**config.mk**
```make
export PLATFORM = sky130hd
export DESIGN_NAME = i281_prog_loader
export DESIGN_NICKNAME = d
export VERILOG_FILES = /design/src/rtl/i281_loader_pkg.sv /design/src/rtl/i281_prog_loader.sv
export SDC_FILE = /design/constraint.sdc
export NUM_CORES = 1
export LEC_CHECK = 0
export CAP_MARGIN = 5
export CORE_ASPECT_RATIO = 1.2
export CORE_MARGIN = 10
export CORE_UTILIZATION = 42
export DETAILED_ROUTE_END_ITERATION = 8
export PLACE_DENSITY = 0.79
export SLEW_MARGIN = 20
export SYNTH_ARGS = -nofsm -noshare
export SYNTH_HDL_FRONTEND = slang
export SYNTH_SLANG_ARGS = --single-unit
```
**constraint.sdc**
```tcl
create_clock -name clock -period 2.7 [get_ports clock]
set_input_delay 0.54 -clock clock [delete_from_list [all_inputs] [get_ports clock]]
set_output_delay 0.54 -clock clock [all_outputs]
set_load 0.05 [all_outputs]
```
**src/rtl/i281_loader_pkg.sv**
```systemverilog
// Shared definitions for the i281 program loader: FSM states and the
// largest program (in words) a single load may carry.
package i281_loader_pkg;

  localparam int unsigned MAX_WORDS = 64;

  typedef enum logic [2:0] {
    S_IDLE,
    S_HDR,
    S_HI,
    S_LO,
    S_WR,
    S_DONE,
    S_ERR
  } state_e;

endpackage

```
**src/rtl/i281_prog_loader.sv**
```systemverilog
// Byte-stream program loader: takes a word count then big-endian 16-bit words,
// writes them to code memory 0..N-1 and holds the CPU stopped/reset meanwhile.
module i281_prog_loader
  import i281_loader_pkg::*;
#(
  parameter int unsigned ADDR_W = 6,
  parameter int unsigned DEPTH  = MAX_WORDS
) (
  input  logic              clock,
  input  logic              reset,
  input  logic              start,
  input  logic              byte_valid,
  input  logic [7:0]        byte_data,
  output logic              byte_ready,
  input  logic              run_req,
  output logic              run,
  output logic              cpu_reset,
  output logic              cmem_we,
  output logic [ADDR_W-1:0] cmem_addr,
  output logic [15:0]       cmem_wdata,
  output logic [ADDR_W:0]   load_count,
  output logic              busy,
  output logic              done,
  output logic              error
);

  state_e            state_q, state_d;
  logic [ADDR_W:0]   n_q, n_d;
  logic [ADDR_W:0]   count_q, count_d;
  logic [ADDR_W-1:0] addr_q, addr_d;
  logic [7:0]        hi_q, hi_d;
  logic [7:0]        lo_q, lo_d;
  logic              run_q, run_d;
  logic              settled_q, settled_d;
  logic              hdr_ok;

  assign hdr_ok = (byte_data != 8'd0) && (32'(byte_data) <= DEPTH);

  always_comb begin
    state_d = state_q;
    n_d     = n_q;
    count_d = count_q;
    addr_d  = addr_q;
    hi_d    = hi_q;
    lo_d    = lo_q;
    unique case (state_q)
      S_IDLE, S_DONE, S_ERR: begin
        if (start) state_d = S_HDR;
      end
      S_HDR: begin
        if (byte_valid) begin
          if (hdr_ok) begin
            n_d     = (ADDR_W+1)'(byte_data);
            addr_d  = '0;
            count_d = '0;
            state_d = S_HI;
          end else begin
            state_d = S_ERR;
          end
        end
      end
      S_HI: begin
        if (byte_valid) begin
          hi_d    = byte_data;
          state_d = S_LO;
        end
      end
      S_LO: begin
        if (byte_valid) begin
          lo_d    = byte_data;
          state_d = S_WR;
        end
      end
      S_WR: begin
        count_d = count_q + 1'b1;
        // Address stops at N-1 so a full-depth load never wraps to 0.
        if (count_d == n_q) begin
          state_d = S_DONE;
        end else begin
          addr_d  = addr_q + 1'b1;
          state_d = S_HI;
        end
      end
      default: state_d = S_IDLE;
    endcase
    run_d     = run_req & ((state_d == S_IDLE) | (state_d == S_DONE));
    settled_d = (state_q == S_DONE);
  end

  always_ff @(posedge clock) begin
    if (!reset) begin
      state_q   <= S_IDLE;
      n_q       <= '0;
      count_q   <= '0;
      addr_q    <= '0;
      hi_q      <= '0;
      lo_q      <= '0;
      run_q     <= 1'b0;
      settled_q <= 1'b0;
    end else begin
      state_q   <= state_d;
      n_q       <= n_d;
      count_q   <= count_d;
      addr_q    <= addr_d;
      hi_q      <= hi_d;
      lo_q      <= lo_d;
      run_q     <= run_d;
      settled_q <= settled_d;
    end
  end

  assign byte_ready = (state_q == S_HDR) | (state_q == S_HI) | (state_q == S_LO);
  assign busy       = byte_ready | (state_q == S_WR);
  assign done       = (state_q == S_DONE);
  assign error      = (state_q == S_ERR);
  // Gated by reset so a write pending in the reset cycle never reaches memory.
  assign cmem_we    = (state_q == S_WR) & reset;
  assign cmem_addr  = addr_q;
  assign cmem_wdata = {hi_q, lo_q};
  assign load_count = count_q;
  assign run        = run_q;
  assign cpu_reset  = (state_q == S_IDLE) | ((state_q == S_DONE) & settled_q);

endmodule

```
### Word-level counts from Yosys, hierarchy flattened

Cells that the tools add are included.

| storage, ports and cells | value |
|---|---|
| flip-flop bits (word level) | 41 |
| input bits | 13 |
| output and inout port bits | 36 |

| operators by class | value |
|---|---|
| add/subtract/negate cells | 2 |
| magnitude comparators | 1 |
| equality and inequality tests | 11 |
| muxes and demuxes | 14 |
| bitwise gates (word level) | 8 |
| reductions and logical operators | 11 |

Operator list:

| kind | number |
|---|---|
| $mux 3 | 6 |
| $mux 6 | 3 |
| $pmux 3 s5 | 1 |
| $mux 7 | 2 |
| $pmux 7 s2 | 1 |
| $eq 3x3->1 const B | 4 |
| $pmux 6 s2 | 1 |
| $le 8x7->1 const B | 1 |
| $reduce_bool 8->1 | 1 |
| $add 7x1->7 const B | 1 |
| $eq 7x7->1 | 1 |
| $add 6x1->6 const B | 1 |
| $eq 3x2->1 const B | 2 |
| $logic_not 3->1 | 2 |
| $ne 2x2->1 const B | 3 |
| $reduce_and 3->1 | 2 |
| $or 1x1->1 | 5 |
| $reduce_and 2->1 | 2 |
| $reduce_and 4->1 | 1 |
| $and 1x1->1 | 3 |
| $eq 3x1->1 const B | 1 |
| $reduce_or 3->1 | 1 |
| $reduce_bool 2->1 | 1 |
| $logic_and 1x1->1 | 1 |

### Depth between registers and ports, before layout

Gate-level depths: netlist of run 1.

| depth | value |
|---|---|
| depth after elaboration | 8 |
| mapped depth | 8 |
| depth with buffers taken out | 7 |

### Least setup slack after synthesis of run 1

Ideal clock, no wire load.

| timing | value |
|---|---|
| path kind | register to register |
| start point | register count_q[0] (netlist: load_count[0]) |
| end point | register addr_q[5] (netlist: cmem_addr[5]) |
| arrival | 2.319 ns |
| required time | 2.634 ns |
| slack | 0.315 ns |
| stages on the path, launching flop included | 8 |
| path buffers | 0 |
| cell sequence | dfxtp_1 > ha_1 > nor2_1 > a211o_1 > a21o_1 > and3_4 > or4_4 > a21oi_2 |

| between the ends | value |
|---|---|
| longest elaborated chain between the ends | 4 |

Ends and longest elaborated chain:

| what | line | source |
|---|---|---|
| start, declared | i281_prog_loader.sv:29 | `logic [ADDR_W:0] count_q, count_d;` |
| start signal, assigned | i281_prog_loader.sv:103 | `count_q <= count_d;` |
| $add 7x1->7 | i281_prog_loader.sv:75 | `count_d = count_q + 1'b1;` |
| $eq 7x7->1 | i281_prog_loader.sv:77 | `if (count_d == n_q) begin` |
| $ne 2x2->1 (no line) | n/a |  |
| $reduce_and 4->1 (no line) | n/a |  |
| end signal, assigned | i281_prog_loader.sv:104 | `addr_q <= addr_d;` |
| end, declared | i281_prog_loader.sv:30 | `logic [ADDR_W-1:0] addr_q, addr_d;` |

No other way between the ends.
A chain may end at the register's enable or synchronous reset.

### Worst setup path after layout of run 1

| timing | value |
|---|---|
| start point | register state_q[1] |
| end point | output port error |

| between the ends | value |
|---|---|
| longest elaborated chain between the ends | 1 |

Ends and longest elaborated chain:

| what | line | source |
|---|---|---|
| start, declared | i281_prog_loader.sv:27 | `state_e state_q, state_d;` |
| start signal, assigned | i281_prog_loader.sv:101 | `state_q <= state_d;` |
| $eq 3x3->1 | i281_prog_loader.sv:115 | `assign error = (state_q == S_ERR);` |
| end, declared | i281_prog_loader.sv:24 | `output logic error` |

No other way between the ends.

==> implementation parameters, run 1 <==
Parameter                              Value

Critical path
  Required time at the endpoint of the critical path    2160 ps
  Minimum setup slack among reg-to-reg paths    500 ps
  Sum of buffers and inverters on the critical path    2
  Number of cells on the worst reg-to-reg path    7
  Top cell family by delay on the critical path    buffers and inverters
  Reg2reg end    cmem_addr[5]$_SDFFE_PN0P_
  Classification of the worst setup path    flop to output pin
  CP Launch Type    flop
  Maximum fanout count along the critical path    12
  Chain of cells forming the critical path    inv_1 > nor3_1 > clkdlybuf4s50_1
  Critical register-to-register path startpoint    load_count[0]$_SDFFE_PN0P_
  Slowest cell on crit path    clkdlybuf4s50_1
  Data arrival time of the worst path    2030 ps
  Largest incremental delay on the critical path    830 ps
  Endpoint type of the worst setup path    output pin

Final layout
  Utilization of the core after routing    58.08%
  Layout-stage area growth over the synthesis result    31.79%
  Filler instances    444
  Post-route non-filler standard cell count    352
  Number of diodes    0
  Number of nets at the end of the flow    308
  Ratio of cells with drive above 1 in the final layout    9.184%

Synthesis
  Arithmetic-cell share of the synthesized area counting full adders, half adders and majority gates    1.218%
  Post-synthesis sequential area ratio    39.95%
  Compound-Gate Fraction of Synth Area    19.43%
  Basic-gate share of the synthesized area counting and, or, nand and nor cells    26.80%
  Number of distinct library cells after synthesis    51
  EDFF count, synth    0
  Mux share of post-synthesis cell area    3.898%
  Combinational family with the most area after synthesis    simple AND/OR/NAND/NOR gates
  Share of async-settable or async-resettable flops after synthesis    0%
  Total number of yosys warnings    0
  Top cell type by total area after synthesis    dfxtp_1
  Post-synthesis xor/xnor area fraction    4.202%
  Number of register bits inferred by synthesis    41
  Most frequent cells after synthesis    43 x nand2_1, 41 x dfxtp_1, 16 x a21boi_0
  Post-synth design cell area    2054 um^2
  Cell types with the largest area share after synthesis    dfxtp_1 40%, nand2_1 7.9%, a21boi_0 5.8%
  Area share of the leading cell type in the synthesized netlist    39.95%
  Syn Area/Cell    8.318 um^2
  Synthesized netlist cell count    247
  Total nets after synthesis    262
  Most instantiated library cell after synthesis    nand2_1
  Commonest register cell after synthesis    dfxtp_1

Global route
  Number of antenna violations at the first check in global routing    0
  Pin count of the biggest net entering global routing    41
  First-pass GRT wire length    8576 um
  Via count of the first global-routing pass    1827
  GR Overflow Total    0
  Total global routing track utilization    12.36%

Drt
  DRT Wirelength    5083 um
  Vias post-DR    1862
  DRT Pass-1 Iters    4
  Average wire per cell in the routed design    14.44 um
  Number of vias per cell after detailed routing    5.290
  DRC marker count from the first detailed-route iteration    107
  DRC    0
  Remaining antenna violation count    0

Die
  Initial Utilization    44.07%
  Die Height    96.62 um
  Floorplan die area    8101 um^2
  Rows    27
  Core outline area    4662 um^2
  Die X-Extent    83.85 um
  Top-level I/O count    49

STA
  Endpoints failing setup    0
  Post-layout min period    2572 ps
  Slew Limit Fails    0
  Clock skew after layout    10.14 ps
  Maximum operating frequency    0.3888 GHz
  Total negative setup slack    0 ps
  Tightest slew margin relative to the limit    64.98%
  Worst Tran Pin Value    523.7 ps
  Endpoints failing hold    0
  RSZ-0062 raised after global routing    false
  Final Cycle Share    95.25%

Job
  Max-capacitance violation count    0

Min path
  Hold path depth    2
  Hold wc startpoint    hi_q[4]$_SDFFE_PN0P_
  Worst hold-check path type    flop to flop
  WHS Endpoint    hi_q[4]$_SDFFE_PN0P_

CTS
  Buffer cell driving the clock tree root    clkbuf_8
  Post-CTS clock slew at the launch and capture registers of the worst setup and hold paths    80 ps
  H-tree levels    2
  Source-to-sink clock delay at the later pin of the worst-skew pair    300 ps
  Sinks on the clock net    41
  Setup Buffers After CTS    0
  Bufs on Longest Clock Path    2
  Clock buffers created by TritonCTS    5
  Clock tree from TritonCTS    built

Power
  Power per Cell Area    526.1 nW/um^2
  Cell internal pwr    1.026 mW
  Cell leakage power    0.9289 nW
  Largest vdd supply drop    0.3450 mV
  Switching part of the total    27.98%
  Combinational share of power    18.8%
  Clock network fraction of total power    36.1%
  Register share of total power    45.1%
  Net switching power of the design    0.3986 mW
  Pwr Total    1.424 mW

Place
  Number of placed cells counting well taps    344
  Number of buffer cells added on primary ports    48
  Final weighted congestion in routability-driven placement    0.8317
  Sum of net half-perimeters after detailed placement    3801 um

Run status
  Status    finished clean
## registers in the layout, indices dropped and copies added (netlist names)
register,cells
lo_q,8
load_count,7
state_q,3
hi_q,8
run,1
n_q,7
settled_q,1
cmem_addr,6
## cell families after synthesis
family	Yosys count
compound gates	60
xor+xnor	9
fa+ha+maj	2
buf+inv	20
flops	41
mux	8
simple gates	107
## power by group through the flow
stage / registers (mW) / logic, mW / clock network (mW)
floorplan: 0.677 / 0.153 / 0
global placement: 0.656 / 0.267 / 0
detailed placement: 0.657 / 0.270 / 0
CTS: 0.642 / 0.271 / 0.522
global route: 0.646 / 0.286 / 0.546
finish: 0.643 / 0.268 / 0.514
## placed cells by master, fill, tap and decap left out, types with 2 or more instances in the layout
master           netlist  layout
clkdlybuf4s50_1        0      46
nand2_1               43      43
dfxtp_1               41      41
a21boi_0              16      16
o21ai_0               14      14
a21oi_1               12      12
nor2_1                11      11
nor2b_1               11      11
nand3_1               10      10
mux2i_1                8       8
clkbuf_8               0       6
buf_4                  2       6
inv_1                  5       5
xnor2_1                5       5
and3_1                 4       4
a31oi_1                4       4
nand2b_1               3       3
xor2_1                 3       3
or3_1                  3       3
nand4b_1               3       3
and2_1                 3       3
nor3_1                 2       2
a21o_1                 2       2
nand4_1                2       2
a31o_2                 2       2
ha_1                   2       2
## worst max-delay path by stage
stage,end,cells after the start,slack (ps),startpoint
6_report,error,3,130,state_q[1]$_SDFF_PN0_
5_1_grt,error,3,20,state_q[1]$_SDFF_PN0_
4_1_cts,busy,3,90,state_q[0]$_SDFF_PN0_
3_5_place_dp,cmem_addr[3]$_SDFFE_PN0P_,7,190,byte_data[4]
3_3_place_gp,load_count[3]$_SDFFE_PN0P_,7,250,byte_data[3]
2_1_floorplan,cmem_addr[5]$_SDFFE_PN0P_,7,310,load_count[0]$_SDFFE_PN0P_
## per-layer routing
metal  GRT usage [%]  vias to the layer above  part of all wire [%]
met3           5.611                        6                   7.7
li1                -                      947                     -
met5               0                        -                     0
met1           13.72                      863                    45
met4           3.851                        0                   1.3
met2           20.46                       46                    47
## stage by stage
step                hold slack [ps]  setup slack (ps)  instance area (um^2)
floorplan                     502.7             314.5                  2054
global placement              449.4             250.0                  2589
detailed placement            457.7             189.8                  2589
CTS                           468.3             93.77                  2705
global route                  494.7             17.97                  2708
finish                        463.7             128.2                  2708
## tightest hold or removal path, stage by stage (launching register included)
cell and delay, ps:
dfxtp_1 310, nand2_1 40, a21boi_0 60
## area by class of cell
class | instances | area, um^2 | area share [%]
clock buffers | 7 | 86.33 | 3.189
clock inverters | 1 | 30.03 | 1.109
inverters | 5 | 18.77 | 0.6932
multi-input cells | 186 | 1141 | 42.14
flip-flops and latches | 41 | 820.8 | 30.31
well taps | 58 | 72.57 | 2.680
repair buffers | 54 | 538.0 | 19.87
## what timing repair did
| item | 4_1_cts | 5_1_grt |
|---|---|---|
| resized for setup | 0 | 1 |
| endpoints found under the setup margin | 0 | 1 |
| hold buffers | 0 | 0 |
Note: power is estimated with default switching activity, not from simulation.
==> run 2: changes to the inputs <==
--- a/config.mk
+++ b/config.mk
@@ -9,8 +9,9 @@
 export CORE_ASPECT_RATIO = 1.2
 export CORE_MARGIN = 10
 export CORE_UTILIZATION = 42
+export CTS_CLUSTER_SIZE = 14
 export DETAILED_ROUTE_END_ITERATION = 8
-export PLACE_DENSITY = 0.79
+export PLACE_DENSITY = 0.73
 export SLEW_MARGIN = 20
 export SYNTH_ARGS = -nofsm -noshare
 export SYNTH_HDL_FRONTEND = slang
==> implementation parameters, run 2 (synthesis gave the netlist of run 1 again) <==
Parameter                              Value

CTS
  Hold buffer count at cts    0 (unchanged)
  Clock tree from TritonCTS    built
  Sinks on the clock net    41 (unchanged)
  Setup Buffers After CTS    0 (unchanged)
  Bufs on Longest Clock Path    2 (unchanged)
  H-tree levels    2 (unchanged)
  Buffer cell driving the clock tree root    clkbuf_8
  Post-CTS clock slew at the launch and capture registers of the worst setup and hold paths    80 ps (about the same)
  Clock buffers created by TritonCTS    5 (unchanged)
  Source-to-sink clock delay at the later pin of the worst-skew pair    300 ps (about the same)

Die
  Die X-Extent    83.85 um (unchanged)
  Rows    27 (unchanged)
  Die Height    96.62 um (unchanged)
  Floorplan die area    8101 um^2 (unchanged)
  Top-level I/O count    49 (unchanged)
  Core outline area    4662 um^2 (unchanged)
  Initial Utilization    44.07% (unchanged)

Critical path
  Chain of cells forming the critical path    inv_1 > nor2_1 > clkdlybuf4s50_1
  CP Launch Type    flop
  Classification of the worst setup path    flop to output pin
  Maximum fanout count along the critical path    14 (+2)
  Largest incremental delay on the critical path    820 ps (about the same)
  Required time at the endpoint of the critical path    2160 ps (about the same)
  Data arrival time of the worst path    2020 ps (about the same)
  Top cell family by delay on the critical path    buffers and inverters
  Sum of buffers and inverters on the critical path    2 (unchanged)
  Endpoint type of the worst setup path    output pin
  Slowest cell on crit path    clkdlybuf4s50_1

STA
  Endpoints failing hold    0 (unchanged)
  Endpoints failing setup    0 (unchanged)
  Fin Hold WS    464.0 ps (+0.3210 ps)
  Tightest slew margin relative to the limit    64.47% (-0.51 points)
  Worst Tran Pin Value    531.3 ps (+7.653 ps)
  Maximum operating frequency    0.3901 GHz (+0.34%)
  Final Cycle Share    94.93% (-0.32 points)
  Clock skew after layout    8.048 ps (-2.088 ps)
  Post-layout min period    2563 ps (-8.690 ps)
  Slew Limit Fails    0 (unchanged)
  Total negative setup slack    0 ps (unchanged)
  Least setup slack across all paths after layout    136.9 ps (+8.690 ps)
  RSZ-0062 raised after global routing    false

Run status
  Status    finished clean

Power
  Power per Cell Area    487.4 nW/um^2 (-7.4%)
  Pwr Total    1.305 mW (-8.4%)
  Cell leakage power    0.9138 nW (-1.6%)
  Largest vdd supply drop    0.3605 mV (+4.5%)

Global route
  Number of antenna violations at the first check in global routing    0 (unchanged)
  First-pass GRT wire length    8466 um (-1.3%)
  Via count of the first global-routing pass    1829 (+0.11%)
  Pin count of the biggest net entering global routing    41 (unchanged)
  GR Overflow Total    0 (unchanged)
  Total global routing track utilization    12.18% (-0.18 points)

Place
  Final weighted congestion in routability-driven placement    0.8329 (+0.14%)
  Sum of net half-perimeters after detailed placement    3821 um (+0.54%)
  Post-Place Setup Slack    133.1 ps (-56.68 ps)
  Number of buffer cells added on primary ports    48 (unchanged)

Drt
  DRT Pass-1 Iters    4 (unchanged)
  Number of vias per cell after detailed routing    5.304 (+0.27%)
  DRT Wirelength    5102 um (+0.37%)
  DRC    0 (unchanged)
  Average wire per cell in the routed design    14.49 um (+0.37%)
  DRC marker count from the first detailed-route iteration    92 (-14%)
  Remaining antenna violation count    0 (unchanged)
  Vias post-DR    1867 (+0.27%)

Min path
  Worst hold-check path type    flop to flop

Job
  Max-capacitance violation count    0 (unchanged)

Final layout
  Number of nets at the end of the flow    308 (unchanged)
  Number of diodes    0 (unchanged)
  Most frequent cells in the layout    46 x clkdlybuf4s50_1, 43 x nand2_1, 41 x dfxtp_1, 16 x a21boi_0, 14 x o21ai_0
  Most common library cell in the layout ignoring fill and taps    clkdlybuf4s50_1
  Largest regs    hi_q: 8 flops, lo_q: 8 flops
  Ratio of cells with drive above 1 in the final layout    9.524% (+0.34 points)
  Layout-stage area growth over the synthesis result    30.33%
==> run 2: cell count changes in the layout (fill, tap and decap cells not counted), sizes merged <==
cell and delta:
bufinv -1, clkinvlp +1, clkinv +2, clkbuf -2
==> run 2: worst paths after layout <==
check | endpoint | from | depth (start not counted) | slack (ps)
worst max-delay path | done | state_q[0]$_SDFF_PN0_ | 3 | 140
worst min-delay path | hi_q[7]$_SDFFE_PN0P_ | hi_q[7]$_SDFFE_PN0P_ | 2 | 460
worst max register to register | cmem_addr[5]$_SDFFE_PN0P_ | load_count[0]$_SDFFE_PN0P_ | 7 | 490
worst min register to register | hi_q[7]$_SDFFE_PN0P_ | hi_q[7]$_SDFFE_PN0P_ | 2 | 460
==> run 2: final cells by class <==
type	count	area, um^2
repair buffers	54	538.0
fillers	439	1984
multi-input cells	186	1141
inverters	5	18.77
flip-flops and latches	41	820.8
well taps	58	72.57
clock inverters	3	17.52
clock buffers	5	68.82
==> run 2: routing by layer <==
layer / global-route usage (%) / vias to the layer above / wire length, um
li1: - / 948 / -
met1: 13.06 / 863 / 2264
met2: 19.75 / 48 / 2271
met3: 5.779 / 8 / 477
met4: 5.520 / 0 / 89
met5: 0 / - / 0
==> run 2: power by group <==
group | total (mW) | internal (mW) | switching, mW
clock | 0.396 | 0.178 | 0.218
sequential | 0.642 | 0.621 | 0.0217
combinational | 0.267 | 0.103 | 0.163
==> run 2: through the flow <==
step | util [%] | cells | instance area (um^2)
after global routing | 57.43 | 352 | 2678
after global placement | 55.53 | 344 | 2589
after CTS | 57.38 | 352 | 2675
after floorplan | - | 247 | 2054
after detailed placement | 55.53 | 344 | 2589
final | 57.43 | 352 | 2678
==> run 2: worst register-to-register path: stages, from the launching register on <==
cell and delay, ps:
dfxtp_1 450, ha_1 330, and3_2 250, a31o_2 160
a22oi_1 110, and3_4 210, or4_4 510, a21oi_2 130
==> run 2: timing repair <==
item | 4_1_cts | 5_1_grt
resized for setup | 0 | 1
hold endpoints to repair | 0 | 0
setup endpoints to repair | 0 | 1
